`src/rtl/vga_scan_timing.sv`:
```
// ============================================================================
// vga_scan_timing
// ----------------------------------------------------------------------------
// Raster timing generator for a 640x480@60 VGA display running on the 25 MHz
// pixel clock. A horizontal and a vertical counter walk the full 800x525
// raster; every output is a zero-latency combinational decode of those two
// registers, so x/y/addr/active/hSync/vSync/screenEnd all describe the same
// pixel in the same cycle.
//
// Ports
//   clk25      in   1           pixel clock, all logic on its rising edge
//   reset      in   1           synchronous active-high reset
//   hSync      out  1           horizontal sync pulse
//   vSync      out  1           vertical sync pulse
//   active     out  1           current pixel lies in the visible area
//   screenEnd  out  1           one-cycle pulse at line HEIGHT, pixel 0
//   x          out  10          horizontal counter, 0..H_TOTAL-1
//   y          out  9           low 9 bits of the vertical counter
//   addr       out  ADDR_WIDTH  x + WIDTH*y, linear image RAM index
//
// Configuration macro
//   VGA_SYNC_ACTIVE_HIGH_EN  when defined, hSync/vSync are driven high inside
//                            their sync windows and low elsewhere. When
//                            undefined (default) the pulses are active-low.
// ============================================================================
module vga_scan_timing #(
    parameter int WIDTH         = 640,
    parameter int HEIGHT        = 480,
    parameter int H_FRONT_PORCH = 16,
    parameter int H_SYNC_WIDTH  = 96,
    parameter int H_BACK_PORCH  = 48,
    parameter int V_FRONT_PORCH = 10,
    parameter int V_SYNC_WIDTH  = 2,
    parameter int V_BACK_PORCH  = 33,
    parameter int ADDR_WIDTH    = 20
) (
    input  logic                  clk25,
    input  logic                  reset,
    output logic                  hSync,
    output logic                  vSync,
    output logic                  active,
    output logic                  screenEnd,
    output logic [9:0]            x,
    output logic [8:0]            y,
    output logic [ADDR_WIDTH-1:0] addr
);

    localparam int H_TOTAL = WIDTH + H_FRONT_PORCH + H_SYNC_WIDTH + H_BACK_PORCH;
    localparam int V_TOTAL = HEIGHT + V_FRONT_PORCH + V_SYNC_WIDTH + V_BACK_PORCH;

    localparam logic [9:0] H_VISIBLE    = 10'(WIDTH);
    localparam logic [9:0] H_SYNC_START = 10'(WIDTH + H_FRONT_PORCH);
    localparam logic [9:0] H_SYNC_STOP  = 10'(WIDTH + H_FRONT_PORCH + H_SYNC_WIDTH);
    localparam logic [9:0] H_LAST       = 10'(H_TOTAL - 1);

    localparam logic [9:0] V_VISIBLE    = 10'(HEIGHT);
    localparam logic [9:0] V_SYNC_START = 10'(HEIGHT + V_FRONT_PORCH);
    localparam logic [9:0] V_SYNC_STOP  = 10'(HEIGHT + V_FRONT_PORCH + V_SYNC_WIDTH);
    localparam logic [9:0] V_LAST       = 10'(V_TOTAL - 1);

    // Level driven on hSync/vSync while inside the sync window.
`ifdef VGA_SYNC_ACTIVE_HIGH_EN
    localparam logic SYNC_ASSERT = 1'b1;
`else
    localparam logic SYNC_ASSERT = 1'b0;
`endif

    logic [9:0] h_count_q;
    logic [9:0] h_count_d;
    logic [9:0] v_count_q;
    logic [9:0] v_count_d;

    logic       h_last_s;
    logic       v_last_s;
    logic       h_sync_win_s;
    logic       v_sync_win_s;

    assign h_last_s = (h_count_q == H_LAST);
    assign v_last_s = (v_count_q == V_LAST);

    // Next-state for the raster counters: vertical advances only on line wrap.
    always_comb begin
        h_count_d = h_count_q;
        v_count_d = v_count_q;
        if (h_last_s) begin
            h_count_d = 10'd0;
            if (v_last_s) begin
                v_count_d = 10'd0;
            end else begin
                v_count_d = v_count_q + 10'd1;
            end
        end else begin
            h_count_d = h_count_q + 10'd1;
        end
    end

    // Counter registers; reset wins over any increment, mid-line or mid-sync.
    always_ff @(posedge clk25) begin
        if (reset) begin
            h_count_q <= 10'd0;
            v_count_q <= 10'd0;
        end else begin
            h_count_q <= h_count_d;
            v_count_q <= v_count_d;
        end
    end

    assign h_sync_win_s = (h_count_q >= H_SYNC_START) && (h_count_q < H_SYNC_STOP);
    assign v_sync_win_s = (v_count_q >= V_SYNC_START) && (v_count_q < V_SYNC_STOP);

    // Output decode, all derived from the current counter values.
    always_comb begin
        x         = h_count_q;
        // Lines 512..524 alias to 0..12 here; consumers qualify with active.
        y         = v_count_q[8:0];
        active    = (h_count_q < H_VISIBLE) && (v_count_q < V_VISIBLE);
        screenEnd = (h_count_q == 10'd0) && (v_count_q == V_VISIBLE);
        if (h_sync_win_s) begin
            hSync = SYNC_ASSERT;
        end else begin
            hSync = ~SYNC_ASSERT;
        end
        if (v_sync_win_s) begin
            vSync = SYNC_ASSERT;
        end else begin
            vSync = ~SYNC_ASSERT;
        end
        // Widened before the multiply so no product bits are lost.
        addr = ADDR_WIDTH'(h_count_q)
             + (ADDR_WIDTH'(v_count_q) * ADDR_WIDTH'(WIDTH));
    end

endmodule

```
`config.mk`:
```
export PLATFORM = sky130hd
export DESIGN_NAME = vga_scan_timing
export DESIGN_NICKNAME = d
export VERILOG_FILES = /design/src/rtl/vga_scan_timing.sv
export SDC_FILE = /design/constraint.sdc
export NUM_CORES = 1
export LEC_CHECK = 0
export BUFFER_PORTS_ARGS = -buffer_cell sky130_fd_sc_hd__buf_2
export CAP_MARGIN = 30
export CELL_PAD_IN_SITES_DETAIL_PLACEMENT = 1
export CELL_PAD_IN_SITES_GLOBAL_PLACEMENT = 2
export CORE_MARGIN = 5
export CORE_UTILIZATION = 34
export CTS_BUF_LIST = sky130_fd_sc_hd__clkbuf_16
export CTS_CLUSTER_DIAMETER = 200
export DETAILED_ROUTE_END_ITERATION = 16
export PLACE_DENSITY_LB_ADDON = 0.1
export SETUP_SLACK_MARGIN = 0.15
export SLEW_MARGIN = 20
export SYNTH_ARGS = -nofsm -noshare
export SYNTH_HDL_FRONTEND = slang
export SYNTH_SLANG_ARGS = --single-unit
export TNS_END_PERCENT = 10
```
`constraint.sdc`:
```
create_clock -name clk25 -period 6.25 [get_ports clk25]
set_input_delay 1.25 -clock clk25 [delete_from_list [all_inputs] [get_ports clk25]]
set_output_delay 1.25 -clock clk25 [all_outputs]
set_load 0.03 [all_outputs]
```
# After elaboration in Yosys (flattened, before gate mapping)
# Index checks and enable logic that the tools add are counted.
# Widths: inputs -> output; s select.
[word_totals]
reg_bits = 20
word_cells = 24
input_bits = 2
output_inout_bits = 43
[classes]
n_reduce_logical = 6
eq_ne = 3
magnitude_cmp = 6
add_sub_neg = 3
n_mux = 3
n_mul = 1
[ops]
columns = ["cell", "n"]
rows = [
  ["$add 10x1->10 const B", 2],
  ["$add 10x20->20", 1],
  ["$eq 10x10->1 const B", 2],
  ["$lt 10x10->1 const B", 2],
  ["$lt 10x9->1 const B", 2],
  ["$mul 10x3->13 const B", 1],
  ["$eq 10x9->1 const B", 1],
  ["$ge 10x10->1 const B", 1],
  ["$ge 10x9->1 const B", 1],
  ["$logic_not 10->1", 1],
  ["$mux 10", 1],
  ["$logic_and 1x1->1", 4],
  ["$mux 1", 2],
  ["$reduce_or 2->1", 1],
]

# Logic depth before layout (Yosys ltp)
# Gate-level depths: netlist of the first run.
[depth]
word_depth = 3
mapped_depth = 9

# Worst setup path after synthesis of the first run
# No wires, ideal clock.
[synth_timing]
path_type = "flip-flop to output port"
startpoint = "register v_count_q[1]"
endpoint = "output port addr[19]"
slack_ns = 2.097
required_ns = 5.000
n_path_buf = 0
path_stages_with_launch = 10
arrival_ns = 2.903
cell_sequence = "dfxtp_1 -> ha_1 -> ha_1 -> fa_1 -> a211oi_1 -> nor2_1 -> o311ai_2 -> nand3_2 -> or3b_1 -> nand3_1"
[synth_between]
elab_chain_cells = 2
[synth_lines]
columns = ["item", "line", "rtl"]
rows = [
  ["from (decl)", "70", "logic [9:0] v_count_q;"],
  ["from (signal assigned)", "104", "v_count_q <= v_count_d;"],
  ["$mul 10x3->13", "130", "+ (ADDR_WIDTH'(v_count_q) * ADDR_WIDTH'(WIDTH));"],
  ["$add 10x20->20", "130", ""],
  ["to (decl)", "45", "output logic [ADDR_WIDTH-1:0] addr"],
]
# No other way between the ends.

# Final worst setup path of the first run
[layout_timing]
startpoint = "register v_count_q[3]"
endpoint = "output port addr[19]"
# Same word-level chain as after synthesis.

==> qor.txt, run 1 <==
======================================================================================================
Worst Reg2Reg Path Length in Cells                                                                   6
Synthesis-stage register bit count                                                                  20
Sum Neg Setup Slack                                                                               0 ns
Number of hold buffers added after cts                                                               0
Total clock buffers created by CTS                                                                   3
Final Max Slew Viols                                                                                 0
Register cell area after layout                                                                400 um2
Area Overhead vs Synth                                                                           14.2%
Worst setup path category                                                                 flop to output port
Synth area leaders                                                                        dfxtp_1 21%, ha_1 16%, buf_4 6.2%
Number of nets still failing antenna checks after routing                                            0
Post-Syn Instances                                                                                 234
Sink count of the clock tree                                                                        20
Outcome                                                                                   complete, no violations
Count of buffers added by post-CTS timing repair for setup                                           0
Number of antenna violations at the first check in global routing                                    0
Family of cells with the greatest summed delay on the critical path                        adder cells
Minimum setup slack among reg-to-reg paths                                                     4.09 ns
Static power due to leakage                                                                 0.00106 uW
Slowest stage cell, crit path                                                                  dfxtp_1
Post-DP HPWL                                                                                   4.09 mm
Crit-path max FO                                                                                     8
Share of the cycle needed by the critical path after routing                                     0.755
Portion of the post-synthesis area used by sequential elements                                   0.207
Switching component of the power                                                               66.1 uW
Buffers from clock root to sink, at most                                                             2
Minimum clock period after layout                                                              4.72 ns
Final-stage net count                                                                              290
Final Wtd Congestion                                                                             0.818
Cell area after synthesis                                                                  0.00194 mm2
Initial standard-cell utilization of the core                                                    0.352
Setup-violating endpoint count in the final report                                                   0
Predominant post-synthesis flop cell                                                           dfxtp_1
Multi-input gate area in the final layout                                                  0.00136 mm2
Share of post-route cells with drive strength above 1                                            0.230
Floorplan die width                                                                            85.5 um
Required time reported for the critical path endpoint                                          5.00 ns
Layout Skew                                                                                 0.00305 ns
Type of the most critical hold path                                                       flop to flop
Grt ovf                                                                                              0
Pwr per Cell Area                                                                           148 mW/mm2
Number of cells on the worst hold path                                                               1
CP Launch Type                                                                                    flop
Share of power burned in the clock network                                                       0.545
Max Clk Rate                                                                                   212 MHz
Count of input and output buffers                                                                   44
Switching share of power                                                                         0.202
DRC violation count after routing                                                                    0
Area fraction of the dominant cell type after synthesis                                          0.207
Cell taking the most area after synthesis                                                      dfxtp_1
Clock tree root driver cell                                                                  clkbuf_16
Overall via count from detail_route                                                               1722
Number of max-cap violations                                                                         0
Final wirelength                                                                               5.07 mm
Async SR Flop Fraction                                                                               0
H-tree Lvls                                                                                          1
Finished Core Util                                                                               0.402
Count of endpoints failing hold in the final timing report                                           0
Clock transition at the register clock pins on the worst setup and hold paths after CTS        0.06 ns
Antenna Cells                                                                                        0
PostCTS Resize Cnt                                                                                   0
Worst Tran Pin Value                                                                          0.584 ns
Logic pwr share                                                                                  0.054
Mapped Avg Cell Area                                                                          8.27 um2
RSZ-0062 raised after global routing                                                             false
Final Instance Area                                                                        0.00221 mm2
Hold Worst Slack                                                                              0.492 ns
Number of fill cells in the layout                                                                 682
IO Pins                                                                                             45
Placed inst area                                                                           0.00211 mm2
Routed length per instance                                                                     15.2 um
Largest vdd supply drop                                                                       0.116 mV
Pin count of the biggest net entering global routing                                                13
Fraction of power consumed by sequential logic                                                   0.402
Chip height                                                                                    85.5 um
Number of standard-cell rows in the floorplan                                                       27
Unique masters post-synth                                                                           49
Clock latency on the worst-skew pair                                                           0.25 ns
Most common cell in the netlist                                                                 nor2_1
Core area                                                                                  0.00551 mm2
Critical Path Stages                                                                                10
Max transition margin                                                                            0.609
Number of enable-type register cells in the synthesized netlist                                      0
First-pass GRT wire length                                                                     8.94 mm
Via density per instance                                                                          5.17
CP bufs+invs                                                                                         1
Post-synth top cells                                                                      28 x nor2_1, 24 x ha_1, 20 x dfxtp_1
CTS tree                                                                                          done
Iteration count of the initial detailed-routing pass                                                 4
Cell occurring most often along the worst timing path                                             ha_1
Total power draw                                                                                327 uW
List of cells traversed by the critical path                                              ha_1, ha_1, fa_1, a211oi_1, nor2_1, o311ai_2, nand3_2, or3b_1, nand3_1, buf_2
Data arrival at the endpoint of the critical path                                              3.47 ns
Number of global-route vias before repair                                                         1786
Die Outline Area                                                                           0.00730 mm2
Slowest stage delay, CP                                                                        0.49 ns
Internal Pwr Total                                                                              261 uW
Initial detailed-routing violation count                                                            25
Sort of element at the end of the critical path                                            output port
Synthesis Warnings                                                                                   0
Synthesized netlist net count                                                                      262
All-Layer GR Usage                                                                               0.148
======================================================================================================
logic make-up after synthesis:
kind of cell    share of synthesized area
compound gates                      0.131
buf+inv                            0.0918
simple gates                        0.277
flops                               0.207
xor+xnor                            0.117
fa+ha+maj                           0.176
flip-flops by register name, indices dropped and copies added, names as in the netlist:
register   cells
v_count_q     10
x             10
power by group through the flow:
stage / Clock, uW / Sequential (uW) / Combinational [uW]
6_report: 178 / 132 / 17.6
5_1_grt: 189 / 132 / 19.2
4_1_cts: 183 / 132 / 18.0
3_5_place_dp: 0 / 134 / 17.8
3_3_place_gp: 0 / 135 / 18.0
2_1_floorplan: 0 / 137 / 11.1
through the flow:
step	setup slack, ns	std cells
final	1.53	333
after global placement	1.89	329
after global routing	1.26	333
after detailed placement	1.78	329
after CTS	1.50	333
after floorplan	2.10	234
per-layer routing:
layer	GRT usage	part of all wire	routed length (um)
met5	0	0	0
met4	0.0302	0.0071	36
met3	0.0214	0.027	135
met2	0.231	0.44	2220
met1	0.215	0.53	2680
worst paths after layout:
path	startpoint	to
setup / recovery	v_count_q[3]	addr[19]
setup reg to reg	x[0]	v_count_q[7]
hold / removal	x[0]	x[0]
hold reg to reg	x[0]	x[0]
cell type report:
| cell class | instances | area share |
|---|---|---|
| repair buffers | 44 | 0.0996 |
| inverters | 10 | 0.0170 |
| clock buffers | 3 | 0.0340 |
| clock inverters | 1 | 0.0136 |
| flip-flops and latches | 20 | 0.181 |
| multi-input cells | 183 | 0.614 |
| well taps | 72 | 0.0407 |
cell usage in the layout (no fill, tap or decap), types with 2 or more instances in the layout:
cell       synthesis  routed
nand2_1           13      13
and3_1             5       5
or3_1              4       4
a31oi_1            2       2
fa_1               2       2
clkbuf_16          0       3
nor3b_1            6       6
a21oi_1            8       8
and4_1             2       2
o31ai_1            2       2
nor4b_1            2       2
nand3_1           10      10
nand4_1            7       7
nand3_2            2       2
xnor2_1           12      12
buf_2              1      44
nor2b_1            3       3
xor2_1            12      12
inv_1             10      10
nor3_1             3       3
ha_1              24      24
nor4_1             3       3
dfxtp_1           20      20
nor2_1            28      28
o21ai_0            9       9
or2_2              2       2
No activity file was read; power rests on OpenSTA's default activity.
==> inputs of run 2 (changes only) <==
Settings changed: ABC_AREA set to 1, CORE_UTILIZATION 34 to 30.
Clock period 6.25 ns to 4.9 ns, I/O delays scaled along.
==> run 2 against run 1 <==
Net effect: sequential cell count unchanged; clock skew up 0.0034 ns; via count increased by 19%; count of clock-buffer cells in the layout is the same; core utilization shrank 4.5 points; largest cell class unchanged; critical path depth unchanged; clock power rose by 31%; synthesized cell count rose by 35%.
==> qor.txt, run 2 <==
======================================================================================================
Outcome                                                                                   complete, no violations
Cell taking the most area after synthesis                                                      dfxtp_1
Max transition margin                                                                            0.596   -0.0125
Sum Neg Setup Slack                                                                               0 ns   unchanged
Unique masters post-synth                                                                           35   -29%
Minimum clock period after layout                                                              3.76 ns
Clock transition at the register clock pins on the worst setup and hold paths after CTS        0.07 ns   about the same
Antenna Cells                                                                                        0   unchanged
CTS tree                                                                                          done
Number of nets still failing antenna checks after routing                                            0   unchanged
Type of the most critical hold path                                                       flop to flop
Clock tree root driver cell                                                                  clkbuf_16
Number of max-cap violations                                                                         0   unchanged
Synthesis-stage register bit count                                                                  20   unchanged
Clock latency on the worst-skew pair                                                           0.26 ns   about the same
Chip height                                                                                    94.2 um   +10%
CP Launch Type                                                                                    flop
Cell area after synthesis                                                                  0.00213 mm2   +9.9%
Final Wtd Congestion                                                                             0.828   +1.3%
Number of antenna violations at the first check in global routing                                    0   unchanged
Synthesized netlist net count                                                                      344   +31%
All-Layer GR Usage                                                                               0.144   -0.00405
Area fraction of the dominant cell type after synthesis                                          0.188   -0.0186
Synth Area in XOR/XNOR                                                                          0.0529   -0.0641
Count of input and output buffers                                                                   44   unchanged
Most common library cell in the layout ignoring fill and taps                                  nand2_1
Buffers from clock root to sink, at most                                                             2   unchanged
Post-synthesis compound-gate area fraction                                                      0.0794   -0.0518
Static power due to leakage                                                                 0.00128 uW   +21%
Max Clk Rate                                                                                   266 MHz
Iteration count of the initial detailed-routing pass                                                 4   unchanged
Mapped Avg Cell Area                                                                          6.73 um2   -19%
Final wirelength                                                                               5.97 mm   +18%
Layout Cells excl Fill                                                                             442   +33%
Worst setup path category                                                                 flop to output port
Final Worst Setup Slack                                                                        1.14 ns   -0.386 ns
Commonest non-fill, non-tap cells in the layout                                           74 x nand2_1, 44 x buf_2, 42 x inv_1
Pre-CTS setup slack                                                                            1.40 ns   -0.372 ns
Sink count of the clock tree                                                                        20   unchanged
Floorplan die width                                                                            94.2 um   +10%
Initial detailed-routing violation count                                                            42   +68%
Dominant combinational cell family by area after synthesis                                simple AND/OR/NAND/NOR gates
Number of cells in the design after placement                                                      438   +33%
Number of hold buffers added after cts                                                               0   unchanged
Required time reported for the critical path endpoint                                          3.92 ns   -1.08 ns
Sort of element at the end of the critical path                                            output port
Portion of the post-synthesis area used by sequential elements                                   0.188   -0.0186
Core area                                                                                  0.00683 mm2   +24%
Finished Core Util                                                                               0.356   -0.0453
Grt ovf                                                                                              0   unchanged
Count of endpoints failing hold in the final timing report                                           0   unchanged
Pin count of the biggest net entering global routing                                                13   unchanged
Predominant post-synthesis flop cell                                                           dfxtp_1
Mux contribution to synthesized area                                                                 0   unchanged
Data arrival at the endpoint of the critical path                                              2.78 ns   -0.69 ns
Routed length per instance                                                                     13.5 um   -11%
Post-Syn Instances                                                                                 316   +35%
First-pass GRT wire length                                                                     10.2 mm   +14%
Final-stage net count                                                                              375   +29%
Largest vdd supply drop                                                                       0.111 mV   -4.1%
Synthesis Warnings                                                                                   0   unchanged
Post-synth top cells                                                                      74 x nand2_1, 42 x inv_1, 27 x nand3_1
Layout Skew                                                                                 0.00645 ns   +0.00340 ns
PostCTS Resize Cnt                                                                                   0   unchanged
IO Pins                                                                                             45   unchanged
Share of post-route cells with drive strength above 1                                            0.205   -0.0247
Number of standard-cell rows in the floorplan                                                       30   +11%
Async SR Flop Fraction                                                                               0   unchanged
Number of global-route vias before repair                                                         2103   +18%
Hold Worst Slack                                                                              0.518 ns   +0.0263 ns
Crit-path max FO                                                                                     8   unchanged
Pwr per Cell Area                                                                           175 mW/mm2   +18%
RSZ-0062 raised after global routing                                                             false
Total clock buffers created by CTS                                                                   3   unchanged
Initial standard-cell utilization of the core                                                    0.311   -0.0402
Overall via count from detail_route                                                               2048   +19%
Via density per instance                                                                          4.63   -10%
Simple-Gate Fraction of Synth Area                                                               0.373   +0.0956
Most common cell in the netlist                                                                nand2_1
Minimum setup slack among reg-to-reg paths                                                     2.92 ns   -1.17 ns
Count of buffers added by post-CTS timing repair for setup                                           0   unchanged
Final Max Slew Viols                                                                                 0   unchanged
Setup-violating endpoint count in the final report                                                   0   unchanged
Die Outline Area                                                                           0.00887 mm2   +22%
Share of the cycle needed by the critical path after routing                                     0.767
Synth area leaders                                                                        dfxtp_1 19%, ha_1 14%, nand2_1 13%
Post-DP HPWL                                                                                   4.91 mm   +20%
Worst Tran Pin Value                                                                          0.603 ns   +0.0190 ns
Area share of fa/ha/maj cells after synthesis                                                    0.160   -0.0158
DRC violation count after routing                                                                    0   unchanged
Area Overhead vs Synth                                                                           14.4%
H-tree Lvls                                                                                          1   unchanged
Number of enable-type register cells in the synthesized netlist                                      0   unchanged
======================================================================================================
==> run 2: cell count changes after synthesis, moves of 5 or more <==
cell	delta
a21oi_1	+5
and3_1	-5
inv_1	+32
nand2_1	+61
nand3_1	+17
nor3b_1	-5
xnor2_1	-8
xor2_1	-5
==> run 2: power by group <==
part           internal (uW)  switching, uW  total (uW)
registers                165           3.18         168
logic                   7.01           17.6        24.6
clock network            162           71.1         233
==> run 2: metrics by stage <==
step | area, um2 | total power, uW
after floorplan | 2130 | 191
after global routing | 2430 | 439
after CTS | 2430 | 432
final | 2430 | 426
after detailed placement | 2330 | 197
after global placement | 2330 | 196
==> run 2: cell families after synthesis <==
kind of cell / after synthesis
compound gates: 30
xor+xnor: 12
fa+ha+maj: 26
buf+inv: 64
flops: 20
simple gates: 164
==> run 2: worst max-delay path: stages, from the launching register on <==
cell and delay (ns):
dfxtp_1 0.47, ha_1 0.28, ha_1 0.22, fa_1 0.56, nand4_1 0.11, o21ai_1 0.22, nand3_2 0.14, nor2_2 0.18
nand3_1 0.08, nand2_1 0.07, buf_2 0.19
==> run 2: layout make-up <==
class | count | area, um2
Fill cell | 925 | 4400
Inverter | 46 | 173
Timing Repair Buffer | 44 | 220
Sequential cell | 20 | 400
Tap cell | 96 | 120
Multi-Input combinational cell | 232 | 1420
Clock buffer | 3 | 75.1
Clock inverter | 1 | 30.0
==> run 2: worst paths after layout <==
kind / cells after the start / to / startpoint
worst min-delay path: 1 / x[0] / x[0]
worst max-delay path: 10 / addr[18] / v_count_q[1]
worst min register to register: 1 / x[0] / x[0]
worst max register to register: 6 / v_count_q[6] / x[0]
==> run 2: layer usage <==
metal / vias to the layer above / wire length (um) / GRT usage
met5: - / 0 / 0
met4: 0 / 35 / 0.0325
met3: 2 / 167 / 0.0224
met2: 33 / 2880 / 0.239
met1: 945 / 2890 / 0.194
li1: 1068 / - / -
==> inputs of run 3 (changes only) <==
Clock period 4.9 ns to 3.9 ns, I/O delays scaled along.
==> run 3 against run 2 <==
Net effect: wire length shrank 1.7%; worst setup slack got worse by 0.74 ns; clock power increased by 26%; sequential cell count stayed put; design area grew 0.51%; power grew 26%; global-route usage decreased by 0.46 points; sequential share of layout area about the same; highest routed layer unchanged.
==> qor.txt, run 3 (same netlist as run 2, synthesis figures left out) <==
======================================================================================================
Overall via count from detail_route                                                               2066   +0.88%
Floorplan die width                                                                            94.2 um   unchanged
CP Launch Type                                                                                    flop
Crit-path max FO                                                                                     6   -2
Max transition margin                                                                            0.640   +0.0433
Required time reported for the critical path endpoint                                          3.12 ns   -0.80 ns
Pwr per Cell Area                                                                           219 mW/mm2   +25%
Total power draw                                                                                536 uW   +26%
Final Worst Setup Slack                                                                       0.399 ns   -0.745 ns
Outcome                                                                                   complete, no violations
Clock tree root driver cell                                                                  clkbuf_16
Buffers from clock root to sink, at most                                                             2   unchanged
Switching component of the power                                                                116 uW   +27%
Final Max Slew Viols                                                                                 0   unchanged
DRC violation count after routing                                                                    0   unchanged
Number of standard-cell rows in the floorplan                                                       30   unchanged
Post-DP HPWL                                                                                   4.84 mm   -1.4%
Number of max-cap violations                                                                         0   unchanged
First-pass GRT wire length                                                                     9.77 mm   -4.4%
H-tree Lvls                                                                                          1   unchanged
Layout Skew                                                                                 0.00258 ns   -0.00387 ns
Data arrival at the endpoint of the critical path                                              2.72 ns   -0.06 ns
Sum Neg Setup Slack                                                                               0 ns   unchanged
Register cell area after layout                                                                402 um2   +0.31%
Share of the cycle needed by the critical path after routing                                     0.898
Initial standard-cell utilization of the core                                                    0.311   unchanged
IO Pins                                                                                             45   unchanged
Commonest non-fill, non-tap cells in the layout                                           74 x nand2_1, 44 x buf_2, 42 x inv_1
Number of fill cells in the layout                                                                 925   unchanged
Count of endpoints failing hold in the final timing report                                           0   unchanged
Clock latency on the worst-skew pair                                                           0.26 ns   about the same
Pre-CTS setup slack                                                                           0.576 ns   -0.828 ns
Antenna Cells                                                                                        0   unchanged
Most common library cell in the layout ignoring fill and taps                                  nand2_1
Clock transition at the register clock pins on the worst setup and hold paths after CTS        0.06 ns   about the same
Worst Tran Pin Value                                                                          0.539 ns   -0.0647 ns
Sink count of the clock tree                                                                        20   unchanged
Minimum clock period after layout                                                              3.50 ns
Final wirelength                                                                               5.87 mm   -1.7%
Routed length per instance                                                                     13.2 um   -1.9%
Pin count of the biggest net entering global routing                                                13   unchanged
RSZ-0062 raised after global routing                                                             false
Worst setup path category                                                                 flop to output port
Initial detailed-routing violation count                                                            60   +43%
Fraction of power consumed by sequential logic                                                   0.393   about the same
Layout Cells excl Fill                                                                             443   +0.23%
Internal Pwr Total                                                                              420 uW   +26%
Setup-violating endpoint count in the final report                                                   0   unchanged
Via density per instance                                                                          4.66   +0.65%
Worst Reg2Reg Path Length in Cells                                                                   6   unchanged
Number of global-route vias before repair                                                         2029   -3.5%
Type of the most critical hold path                                                       flop to flop
Final Wtd Congestion                                                                             0.824   -0.57%
All-Layer GR Usage                                                                               0.139   -0.00457
Max Clk Rate                                                                                   286 MHz
Number of nets still failing antenna checks after routing                                            0   unchanged
Share of power burned in the clock network                                                       0.549   about the same
Switching share of power                                                                         0.217   +0.00115
Iteration count of the initial detailed-routing pass                                                 4   unchanged
Static power due to leakage                                                                 0.00128 uW   +0.64%
CTS tree                                                                                          done
Largest vdd supply drop                                                                       0.133 mV   +20%
Die Outline Area                                                                           0.00887 mm2   unchanged
Core area                                                                                  0.00683 mm2   unchanged
Number of cells in the design after placement                                                      439   +0.23%
Number of cells on the worst hold path                                                               1   unchanged
Share of post-route cells with drive strength above 1                                            0.213   +0.00805
Grt ovf                                                                                              0   unchanged
Logic pwr share                                                                                  0.057   about the same
Chip height                                                                                    94.2 um   unchanged
Final-stage net count                                                                              376   +0.27%
Total clock buffers created by CTS                                                                   3   unchanged
Sort of element at the end of the critical path                                            output port
Count of buffers added by post-CTS timing repair for setup                                           0   unchanged
Number of antenna violations at the first check in global routing                                    0   unchanged
Count of input and output buffers                                                                   44   unchanged
Area Overhead vs Synth                                                                           15.0%
Multi-input gate area in the final layout                                                  0.00142 mm2   +0.26%
======================================================================================================
==> run 3: cell type report <==
type | count | area share
Clock buffer | 3 | 0.0307
Clock inverter | 1 | 0.0123
Inverter | 46 | 0.0706
Multi-Input combinational cell | 232 | 0.580
Sequential cell | 20 | 0.164
Tap cell | 96 | 0.0491
Timing Repair Buffer | 45 | 0.0931
==> run 3: layer usage <==
metal	GRT usage	wire length (um)	vias up
met2	0.237	2750	33
met5	0	0	-
li1	-	-	1073
met3	0.0232	178	6
met4	0.0397	63	0
met1	0.179	2870	954
==> run 3: power by group through the flow <==
| stage | Clock, uW | Combinational, uW | Sequential [uW] |
|---|---|---|---|
| 2_1_floorplan | 0 | 20.8 | 220 |
| 5_1_grt | 308 | 33.5 | 211 |
| 4_1_cts | 300 | 31.8 | 211 |
| 3_3_place_gp | 0 | 31.3 | 215 |
| 3_5_place_dp | 0 | 31.7 | 215 |
| 6_report | 294 | 30.8 | 211 |
==> run 3: path summary, 6_finish.rpt <==
check,startpoint,endpoint,slack (ns)
max,v_count_q[3],addr[18],0.40
min,x[0],x[0],0.51
max reg2reg,x[0],v_count_q[6],1.97
min reg2reg,x[0],x[0],0.51
==> run 3: stage by stage <==
stage,utilization,area (um2),hold slack [ns]
2_1_floorplan,-,2130,0.520
3_3_place_gp,0.342,2340,0.489
3_5_place_dp,0.342,2340,0.501
4_1_cts,0.357,2440,0.518
5_1_grt,0.358,2450,0.556
6_report,0.358,2450,0.514
==> run 3: repair_timing <==
item / 4_1_cts / 5_1_grt
resized for setup: 0 / 2
endpoints found under the setup margin: 0 / 3
hold buffers: 0 / 0
==> run 3: critical path, cell delays in order (launching register included) <==
cell     delay [ns]
dfxtp_1        0.44
ha_1           0.28
ha_1           0.22
fa_1           0.57
nand4_1        0.13
o21ai_2        0.18
nand3_2        0.12
nor2_2         0.18
nand3_1        0.08
nand2_1        0.06
buf_2          0.19
